**config.mk**
```make
export PLATFORM = sky130hd
export DESIGN_NAME = post_adder_acc_stage
export DESIGN_NICKNAME = d
export VERILOG_FILES = /design/src/rtl/post_adder_acc_stage.sv
export SDC_FILE = /design/constraint.sdc
export NUM_CORES = 1
export LEC_CHECK = 0
export CAP_MARGIN = 20
export CORE_ASPECT_RATIO = 0.5
export CORE_UTILIZATION = 40
export DETAILED_ROUTE_END_ITERATION = 16
export GPL_ROUTABILITY_DRIVEN = 0
export HOLD_SLACK_MARGIN = 0.1
export PLACE_DENSITY = 0.68
export RECOVER_POWER = 100
export SLEW_MARGIN = 20
export SYNTH_ARGS = -nofsm -noshare
export SYNTH_HDL_FRONTEND = slang
export SYNTH_SLANG_ARGS = --single-unit
```
**constraint.sdc**
```tcl
create_clock -name clk -period 4.3 [get_ports clk]
set_input_delay 0.86 -clock clk [delete_from_list [all_inputs] [get_ports clk]]
set_output_delay 0.86 -clock clk [all_outputs]
set_load 0.05 [all_outputs]
```
**src/rtl/post_adder_acc_stage.sv**
```systemverilog
// DSP48A1-style post-adder/accumulator: X/Z operand select, add/subtract with carry-in, registered P and CARRYOUT.
// Optional sticky signed-overflow output ovf is enabled by defining PADD_OVERFLOW_FLAG_EN.
module post_adder_acc_stage #(
  parameter int CREG       = 1,
  parameter int OPMODEREG  = 1,
  parameter int CARRYINREG = 1,
  parameter int PREG       = 1
) (
  input  logic        clk,
  input  logic        rst_n,
  input  logic        cec,
  input  logic        ceopmode,
  input  logic        cecarryin,
  input  logic        cep,
  input  logic [35:0] m_in,
  input  logic [47:0] dab_in,
  input  logic [47:0] c_in,
  input  logic [47:0] pcin,
  input  logic        carryin,
  input  logic [4:0]  opmode,
  output logic [47:0] p,
  output logic [47:0] pcout,
  output logic        carryout
`ifdef PADD_OVERFLOW_FLAG_EN
  ,
  output logic        ovf
`endif
);

  typedef enum logic [1:0] {
    X_ZERO = 2'd0,
    X_MULT = 2'd1,
    X_PREG = 2'd2,
    X_DAB  = 2'd3
  } x_sel_e;

  typedef enum logic [1:0] {
    Z_ZERO = 2'd0,
    Z_PCIN = 2'd1,
    Z_PREG = 2'd2,
    Z_CREG = 2'd3
  } z_sel_e;

  logic [47:0] c_sel;
  logic [4:0]  op_sel;
  logic        cin_sel;
  logic [47:0] p_fb;
  logic [47:0] x_mux;
  logic [47:0] z_mux;
  logic [48:0] sum;
  x_sel_e      x_sel;
  z_sel_e      z_sel;

  // ---------------- C input register ----------------
  if (CREG != 0) begin : g_creg
    logic [47:0] c_q, c_d;
    assign c_d = cec ? c_in : c_q;
    // NOTE: sequential state uses non-blocking assignments so every register samples pre-edge values.
    always_ff @(posedge clk or negedge rst_n) begin
      if (!rst_n) c_q <= '0;
      else        c_q <= c_d;
    end
    assign c_sel = c_q;
  end else begin : g_cbyp
    assign c_sel = c_in;
  end

  // ---------------- opmode register ----------------
  if (OPMODEREG != 0) begin : g_opreg
    logic [4:0] op_q, op_d;
    assign op_d = ceopmode ? opmode : op_q;
    always_ff @(posedge clk or negedge rst_n) begin
      if (!rst_n) op_q <= '0;
      else        op_q <= op_d;
    end
    assign op_sel = op_q;
  end else begin : g_opbyp
    assign op_sel = opmode;
  end

  // ---------------- carry-in register ----------------
  if (CARRYINREG != 0) begin : g_cinreg
    logic cin_q, cin_d;
    assign cin_d = cecarryin ? carryin : cin_q;
    always_ff @(posedge clk or negedge rst_n) begin
      if (!rst_n) cin_q <= 1'b0;
      else        cin_q <= cin_d;
    end
    assign cin_sel = cin_q;
  end else begin : g_cinbyp
    assign cin_sel = carryin;
  end

  // ---------------- operand selection ----------------
  assign x_sel = x_sel_e'(op_sel[1:0]);
  assign z_sel = z_sel_e'(op_sel[3:2]);

  // NOTE: every combinational output gets a default first so no path can infer a latch.
  always_comb begin
    x_mux = '0;
    case (x_sel)
      X_ZERO:  x_mux = '0;
      X_MULT:  x_mux = {{12{m_in[35]}}, m_in};
      X_PREG:  x_mux = p_fb;
      X_DAB:   x_mux = dab_in;
      default: x_mux = '0;
    endcase
  end

  always_comb begin
    z_mux = '0;
    case (z_sel)
      Z_ZERO:  z_mux = '0;
      Z_PCIN:  z_mux = pcin;
      Z_PREG:  z_mux = p_fb;
      Z_CREG:  z_mux = c_sel;
      default: z_mux = '0;
    endcase
  end

  // 49-bit arithmetic: bit 48 is carry on add and borrow on subtract.
  always_comb begin
    sum = '0;
    if (op_sel[4]) sum = {1'b0, z_mux} - ({1'b0, x_mux} + {48'd0, cin_sel});
    else           sum = {1'b0, z_mux} + {1'b0, x_mux} + {48'd0, cin_sel};
  end

`ifdef PADD_OVERFLOW_FLAG_EN
  logic x_sign_eff;
  logic ovf_now;
  // Subtraction adds the inverted X, so its effective sign flips.
  assign x_sign_eff = x_mux[47] ^ op_sel[4];
  assign ovf_now    = (z_mux[47] == x_sign_eff) && (sum[47] != z_mux[47]);
`endif

  // ---------------- P / CARRYOUT register ----------------
  if (PREG != 0) begin : g_preg
    logic [47:0] p_q, p_d;
    logic        co_q, co_d;

    always_comb begin
      p_d  = p_q;
      co_d = co_q;
      if (cep) begin
        p_d  = sum[47:0];
        co_d = sum[48];
      end
    end

    // NOTE: the asynchronous reset clears every stage register; there is no storage array left uninitialised.
    always_ff @(posedge clk or negedge rst_n) begin
      if (!rst_n) begin
        p_q  <= '0;
        co_q <= 1'b0;
      end else begin
        p_q  <= p_d;
        co_q <= co_d;
      end
    end

`ifdef PADD_OVERFLOW_FLAG_EN
    logic ovf_q, ovf_d;
    assign ovf_d = ovf_q | (cep & ovf_now);
    always_ff @(posedge clk or negedge rst_n) begin
      if (!rst_n) ovf_q <= 1'b0;
      else        ovf_q <= ovf_d;
    end
    assign ovf = ovf_q;
`endif

    assign p_fb     = p_q;
    assign p        = p_q;
    assign carryout = co_q;
  end else begin : g_pbyp
    // Without a P register the feedback path would be a combinational loop, so it reads as zero.
    assign p_fb     = '0;
    assign p        = sum[47:0];
    assign carryout = sum[48];
`ifdef PADD_OVERFLOW_FLAG_EN
    assign ovf      = ovf_now;
`endif
  end

  assign pcout = p;

endmodule

```
; ---- Word level (Yosys, flattened, before mapping)
; Index checks and enable logic that the tools add are counted.
[totals]
ff_bits = 103
word_cells = 20
[classes]
addsub = 4
n_eq_ne = 6
mux = 3
n_reduce_logical = 2
[op_table]
columns = operator, n
row1 = $pmux 48 s4, 2
row2 = $add 48x1->49, 1
row3 = $add 48x48->49, 1
row4 = $add 49x1->49, 1
row5 = $mux 49, 1
row6 = $sub 48x49->49, 1
row7 = $eq 2x2->1 const B, 4
row8 = $eq 2x1->1 const B, 2
row9 = $logic_not 2->1, 2

; ---- Depth between registers and ports, before layout
; Gate-level depths: netlist of run 1.
[logic_depth]
ltp_word = 5
depth_mapped = 22

; ---- Worst setup path after synthesis of run 1
; No wires, ideal clock.
[synth_path]
path_kind = register -> register
start = register g_opreg.op_q[2]
end = register g_preg.p_q[36] (netlist: p[36])
setup_time_ps = 126
t_arrival_ps = 4457
required_time_ps = 4174
setup_slack_ps = -283
stages_incl_launch_ff = 20
path_buffers = 4
path_cell_list = dfrtp_1 -> clkbuf_1 -> buf_1 -> clkbuf_1 -> clkbuf_1 -> nand2_1 -> o21ai_0 -> a22oi_1 -> fa_1 -> fa_1 -> nand2b_1 -> a31oi_1 -> o21ai_0 -> a311o_1 -> a21oi_1 -> o31ai_1 -> a21oi_1 -> o21bai_1 -> xor2_1 -> a221o_1
[synth_via]
elab_chain_len = 5
elab_cells_between_ends = 9
cone_classes = add/sub (3) / eq/ne (3) / mux (2) / reduce/logical (1)
[synth_rtl]
columns = element, line_no
row1 = from (decl), 70  ; logic [4:0] op_q, op_d;
row2 = from (signal assigned), 74  ; else op_q <= op_d;
row3 = $eq 2x2->1 (tied with other cells), 112  ; case (z_sel)
row4 = $pmux 48 s4 (*), 112
row5 = $add 48x48->49, 125  ; else sum = {1'b0, z_mux} + {1'b0, x_mux} + {48'd0, cin_sel};
row6 = $add 49x1->49, 125
row7 = $mux 49 (*), 124  ; if (op_sel[4]) sum = {1'b0, z_mux} - ({1'b0, x_mux} + {48'd0, cin_sel});
row8 = to (signal assigned), 156  ; p_q <= p_d;
row9 = to (decl), 138  ; logic [47:0] p_q, p_d;
; Every way passes the cells marked *; elsewhere a longest branch is shown, timed or not.
; A chain may end at the register's enable or synchronous reset.

; ---- Final worst setup path of run 1
[layout_path]
start = input dab_in[18]
end = register g_preg.p_q[36] (netlist: p[36])
[layout_via]
elab_chain_len = 4
elab_cells_between_ends = 6
cone_classes = add/sub (4) / mux (2)
[layout_rtl]
columns = element, line_no
row1 = from (decl), 16  ; input logic [47:0] dab_in,
row2 = $pmux 48 s4 (*), 101  ; case (x_sel)
row3 = $add 48x48->49 / $add 48x1->49 (equally long branches), "125, 124"
row4 = $add 49x1->49 / $sub 48x49->49 (equally long branches), "125, 124"
row5 = $mux 49 (*), 124
; Marked as above.

==> impl_results.md, run 1 <==
* Status: finished with violations
* Failing checks: max-capacitance violations, max-slew violations
* Synth top area share at 20.2%
* Initial core utilization at 41.3%
* Crit Path Category: input port to register
* Vias in the first global route at 13600
* Die Height at 128 um
* EDFF count, synth at 0
* Crit-path cells: clkdlybuf4s50_1, mux2_2, a22o_4, ha_4, nand2_2, or4_4, or3_4, o211ai_1, a211o_1, buf_6, o21ai_2, xor2_2, nor2_1, a221o_1
* DRT Pass-1 Iters at 5
* CP max FO at 3
* Unrepaired setup endpoints after global routing: true
* Slew Limit Fails at 92
* CTS sink count at 103
* Dpl cell area at 17700 um^2
* Pwr/cell area at 770 nW/um^2
* Inserted Clock Buffers at 9
* Static Leak at 8.55 nW
* Worst-Margin Slew at 2180 ps
* Area leader, netlist: dfrtp_1
* H-tree depth at 3
* Pin count of the biggest net entering global routing at 62
* Vias/cell at 5.54
* Antenna-violating nets left at 0
* Final core utilization at 61.0%
* DR vias at 13800
* Top_reg_cell synth: dfrtp_1
* I/O pin count at 289
* Fill cell count at 2732
* Worst Skew at 9.51 ps
* Post-synth cell types at 70
* Period utilisation layout at 99.2%
* Total chip power at 14.5 mW
* Setup-failing EPs final at 0
* Area Overhead vs Synth at 47.5%
* Most common cell in the netlist: a21oi_1
* Worst setup SP type: input port
* Arrival @ worst endpoint at 4550 ps
* Drt total wl at 49.0 mm
* Site Rows at 45
* Total grt overflow at 0
* Root Buffer: clkbuf_16
* Cells after Synth at 1583
* Critical path's slowest cell: or4_4
* Cts hold-fix bufs at 0
* Clock Tree Buf Depth at 2
* Seq cells post-synth at 103
* CP Capture Type: register
* Yosys warning count at 0
* Synth Area per Inst at 8.06 um^2
* Die area at 32600 um^2
* Syn_nets at 1918
* CTS tree: built
* Initial antenna violation count at 3
* Tmin final at 4260 ps
* Max cap viols at 2
* Seq/Total Area, Yosys at 20.2%
* Asr flop ratio synth at 100%
* Clk_lat worst skew at 390 ps
* Share of layout cells above drive strength 1 at 27.3%
* FMAX at 235 MHz
* Max incr delay on CP at 550 ps
* Fin Setup TNS at 0 ps
* Synth area leaders: dfrtp_1, ha_1, mux2_2
* Global-route wire length before repair at 74.5 mm
* Core area at 30900 um^2
* Hold Slack at 509 ps
* Worst Hold Class: register to register
* Mapped Area at 12800 um^2
* Max IR drop VDD at 0.387 mV
* Slew headroom at -45.2%
* Die width at 255 um
* Routed len/inst at 19.7 um
* Drt initial violations at 1100
* Worst-path clk slew at 90 ps
* Fin area at 18800 um^2
* Tot GR Track Use at 29.4%
* Final hold violation count at 0
* DPL Wire Length at 38.3 mm
* Critical path data required time at 4580 ps
* Commonest cells post-synth: a21oi_1, inv_1, ha_1
* Port-buffer cells at 288
* Nets at 2389
* Drc violations at 0
-- timing repair --
| item | in CTS | in global routing |
|---|---|---|
| hold endpoints to repair | 0 | 0 |
| pin swaps | 9 | 55 |
| setup endpoints to repair | 17 | 27 |
| gates resized for setup | 26 | 103 |
| buffers inserted | 2 | 16 |
-- critical path, delay by kind of cell --
kind / cells / cell delay [ps]
adder cells (fa/ha/maj): 1 / 280
XOR/XNOR: 1 / 230
multiplexers: 1 / 280
AND/OR/NAND/NOR: 4 / 1080
AO/OA/AOI/OAI: 5 / 1280
buffers and inverters: 2 / 530
-- sequential cells by signal, summed over array words and instances (netlist names) --
| register | cells |
|---|---|
| c_sel | 48 |
| cin_sel | 1 |
| carryout | 1 |
| p | 48 |
| g_opreg.op_q | 5 |
-- power breakdown --
| group | internal [mW] | switching, mW | leakage (nW) |
|---|---|---|---|
| combinational | 5.23 | 6.73 | 7.21 |
| clock | 0.412 | 0.484 | 0.142 |
| sequential | 1.25 | 0.391 | 1.20 |
-- worst paths after layout --
kind | from | endpoint | slack (ps) | depth (start not counted)
worst max-delay path | dab_in[18] | p[36]$_DFFE_PN0P_ | 40 | 14
worst min-delay path | c_sel[14]$_DFFE_PN0P_ | c_sel[14]$_DFFE_PN0P_ | 510 | 1
worst max register to register | g_opreg.op_q[2]$_DFFE_PN0P_ | p[38]$_DFFE_PN0P_ | 120 | 20
worst min register to register | c_sel[14]$_DFFE_PN0P_ | c_sel[14]$_DFFE_PN0P_ | 510 | 1
max in group asynchronous | rst_n | p[13]$_DFFE_PN0P_ | 1320 | 2
min in group asynchronous | rst_n | c_sel[40]$_DFFE_PN0P_ | 880 | 1
-- metrics by stage --
step	setup slack (ps)	std cells
floorplan	4.60	1583
global placement	-701	2450
detailed placement	-722	2450
CTS	-15.6	2468
global route	-96.1	2485
finish	36.1	2485
-- placed cells by master, fill, tap and decap left out, types with 65 or more instances in the layout --
master,count
a21oi_1,136
a22o_1,65
buf_4,287
clkdlybuf4s50_1,184
dfrtp_1,99
dlygate4sd3_1,99
ha_1,117
inv_1,141
mux2_2,131
nand2_1,127
nor2_1,112
o21ai_0,74
-- area by class of cell --
type | instances | area [um^2] | share of cell area [%]
clock inverter | 7 | 67.6 | 0.359
inverter | 143 | 537 | 2.85
sequential | 103 | 2580 | 13.7
antenna | 3 | 7.51 | 0.0399
clock buffer | 9 | 225 | 1.20
multi-input combinational | 1209 | 9680 | 51.4
timing repair buffer | 588 | 5190 | 27.6
tap | 423 | 529 | 2.81
-- layer usage --
metal  part of all wire, %  track usage, %  vias up
li1                      -               -     6539
met1                    44            38.9     6678
met2                    47            48.5      479
met3                   6.7            5.44       83
met4                   2.6            9.30        0
met5                     0               0        -
-- logic make-up after synthesis --
family / count (synthesis) / synth area share [%]
adders and majority gates: 143 / 14.3
AOI/OAI and AO/OA: 493 / 25.7
buffers and inverters: 271 / 9.56
xor gates and xnor gates: 80 / 5.49
DFF: 103 / 20.2
muxes: 139 / 12.2
and+or+nand+nor: 354 / 12.5
No activity file was read; power rests on OpenSTA's default activity.
==> run 2, diff against run 1 <==
--- a/config.mk
+++ b/config.mk
@@ -13,6 +13,7 @@
 export HOLD_SLACK_MARGIN = 0.1
 export PLACE_DENSITY = 0.68
 export RECOVER_POWER = 100
+export SKIP_LAST_GASP = 1
 export SLEW_MARGIN = 20
 export SYNTH_ARGS = -nofsm -noshare
 export SYNTH_HDL_FRONTEND = slang
==> run 2 against run 1 <==
The run still ends with max-capacitance violations, max-slew violations left; power increased by 0.31%; worst hold slack about the same; cell count decreased by 0.12%; routed wire length decreased by 0.52%; first-iteration DRC count decreased by 9.8%; clock skew increased by 3.3 ps; register-to-register slack improved by 20 ps; non-clock buffer count decreased by 3; die area unchanged; design area decreased by 0.80%; sequential power about the same; clock power about the same; highest routed layer unchanged.
==> impl_results.md, run 2 (synthesized netlist as in run 1, its figures left out) <==
* Setup-failing EPs final at 0 (unchanged)
* Crit Path Category: input port to register
* Die Height at 128 um (unchanged)
* Area of the multi-input gates at 9550 um^2 (-1.3%)
* Slew Limit Fails at 92 (unchanged)
* Unrepaired setup endpoints after global routing: true
* I/O pin count at 289 (unchanged)
* Worst-path clk slew at 90 ps (about the same)
* H-tree depth at 3 (unchanged)
* Worst min-delay path endpoint: c_sel[14]$_DFFE_PN0P_
* CTS tree: built
* Tmin final at 4250 ps (-11.6 ps)
* FF-to-FF setup slack at 140 ps (+20 ps)
* Hold Slack at 508 ps (-0.266 ps)
* Final core utilization at 60.5% (-0.49 points)
* Critical path data required time at 4580 ps (about the same)
* Site Rows at 45 (unchanged)
* Inserted Clock Buffers at 9 (unchanged)
* Drt initial violations at 992 (-9.8%)
* Most frequent cells in the layout: buf_4, clkdlybuf4s50_1, inv_1
* CP Capture Type: register
* Initial core utilization at 41.3% (unchanged)
* Failing checks: max-capacitance violations, max-slew violations
* DRT Pass-1 Iters at 7 (+2)
* Worst Skew at 12.8 ps (+3.26 ps)
* FMAX at 235 MHz (+0.27%)
* Commonest non-fill, non-tap cell in the layout: buf_4
* Reg2reg end: p[39]$_DFFE_PN0P_
* Root Buffer: clkbuf_16
* Global-route wire length before repair at 74.5 mm (about the same)
* Crit path launch: dab_in[18]
* CTS sink count at 103 (unchanged)
* Nets at 2386 (-0.13%)
* Routed len/inst at 19.6 um (-0.40%)
* Total grt overflow at 0 (unchanged)
* Worst hold stages at 1 (unchanged)
* Pin count of the biggest net entering global routing at 62 (unchanged)
* Area occupied by registers at 2580 um^2 (unchanged)
* Drt total wl at 48.7 mm (-0.52%)
* CP max FO at 3 (unchanged)
* Area Overhead vs Synth at 46.4%
* Initial antenna violation count at 3 (unchanged)
* Die area at 32600 um^2 (unchanged)
* Slew headroom at -44.9% (+0.27 points)
* Reg-to-reg startpoint: g_opreg.op_q[2]$_DFFE_PN0P_
* Drc violations at 0 (unchanged)
* DPL Wire Length at 38.3 mm (unchanged)
* Antenna-violating nets left at 0 (unchanged)
* Worst reg2reg path depth at 18 (-10%)
* Clk_lat worst skew at 390 ps (about the same)
* Max IR drop VDD at 0.400 mV (+3.3%)
* Clock Tree Buf Depth at 2 (unchanged)
* Pwr/cell area at 779 nW/um^2 (+1.1%)
* DR vias at 13800 (+0.47%)
* Hold_sp: c_sel[14]$_DFFE_PN0P_
* Status: finished with violations
* Tot GR Track Use at 29.4% (about the same)
* Core area at 30900 um^2 (unchanged)
* Arrival @ worst endpoint at 4540 ps (about the same)
* Worst Hold Class: register to register
* Final hold violation count at 0 (unchanged)
* Static Leak at 8.44 nW (-1.3%)
* Fill cell count at 2757 (+0.92%)
* Die width at 255 um (unchanged)
* Vias/cell at 5.58 (+0.59%)
* Port-buffer cells at 288 (unchanged)
* Cts hold-fix bufs at 0 (unchanged)
* Worst setup SP type: input port
* Max cap viols at 2 (unchanged)
* Worst-Margin Slew at 2170 ps (-3.98 ps)
* Period utilisation layout at 98.9% (-0.27 points)
* Vias in the first global route at 13600 (unchanged)
* Share of layout cells above drive strength 1 at 26.9% (-0.40 points)
==> run 2: where the power goes <==
| group | switching (mW) | total, mW | internal, mW | leakage [nW] |
|---|---|---|---|---|
| Sequential | 0.408 | 1.66 | 1.25 | 1.20 |
| Combinational | 6.67 | 12.0 | 5.32 | 7.10 |
| Clock | 0.485 | 0.897 | 0.412 | 0.142 |
| Total | 7.56 | 14.5 | 6.99 | 8.44 |
==> run 2: final cells by class <==
cell class / instances / share of cell area (%)
multi-input combinational: 1209 / 51.2
timing repair buffer: 585 / 27.7
sequential: 103 / 13.8
inverter: 143 / 2.88
tap: 423 / 2.83
clock buffer: 9 / 1.21
clock inverter: 7 / 0.362
antenna: 3 / 0.0402
==> run 2: what timing repair did <==
item,4_1_cts,5_1_grt
pin swaps,6,50
buffers inserted,2,12
setup endpoints to repair,17,27
endpoints found under the hold margin,0,0
resized for setup,25,86
==> run 2: worst max path at each step <==
stage,to,cells after the start,slack (ps)
final,p[36]$_DFFE_PN0P_,14,50
after floorplan,p[46]$_DFFE_PN0P_,16,5
after detailed placement,p[43]$_DFFE_PN0P_,19,-720
after global routing,p[47]$_DFFE_PN0P_,18,-50
after CTS,p[47]$_DFFE_PN0P_,17,-40
after global placement,p[43]$_DFFE_PN0P_,19,-700
==> run 2: worst max-delay path, cell delays in order <==
cell and delay, ps:
clkdlybuf4s50_1 410, mux2_2 280, a22o_4 280, ha_4 280, nand2_2 60, or4_4 550
or3_4 410, o211ai_1 330, a211o_1 260, buf_6 120, o21ai_2 60, xor2_2 240
nor2_1 60, a221o_1 340
==> run 2: metrics by stage <==
step	power [mW]	cell area [um^2]	setup WS [ps]	setup TNS [ps]	instances
after CTS	13.9	18100	-43.0	-55.2	2468
final	14.5	18700	47.7	0	2482
after floorplan	8.56	12800	4.60	0	1583
after detailed placement	12.8	17700	-722	-12570	2450
after global placement	12.7	17700	-701	-11470	2450
after global routing	15.4	18700	-46.9	-194	2482
==> run 2: per-layer routing <==
metal  part of all wire [%]  GRT usage [%]  vias to the layer above
met5                      0              0                        -
met4                    2.6           9.30                        0
met3                    6.8           5.44                       77
met2                     47           48.5                      514
met1                     44           38.9                     6720
li1                       -              -                     6533
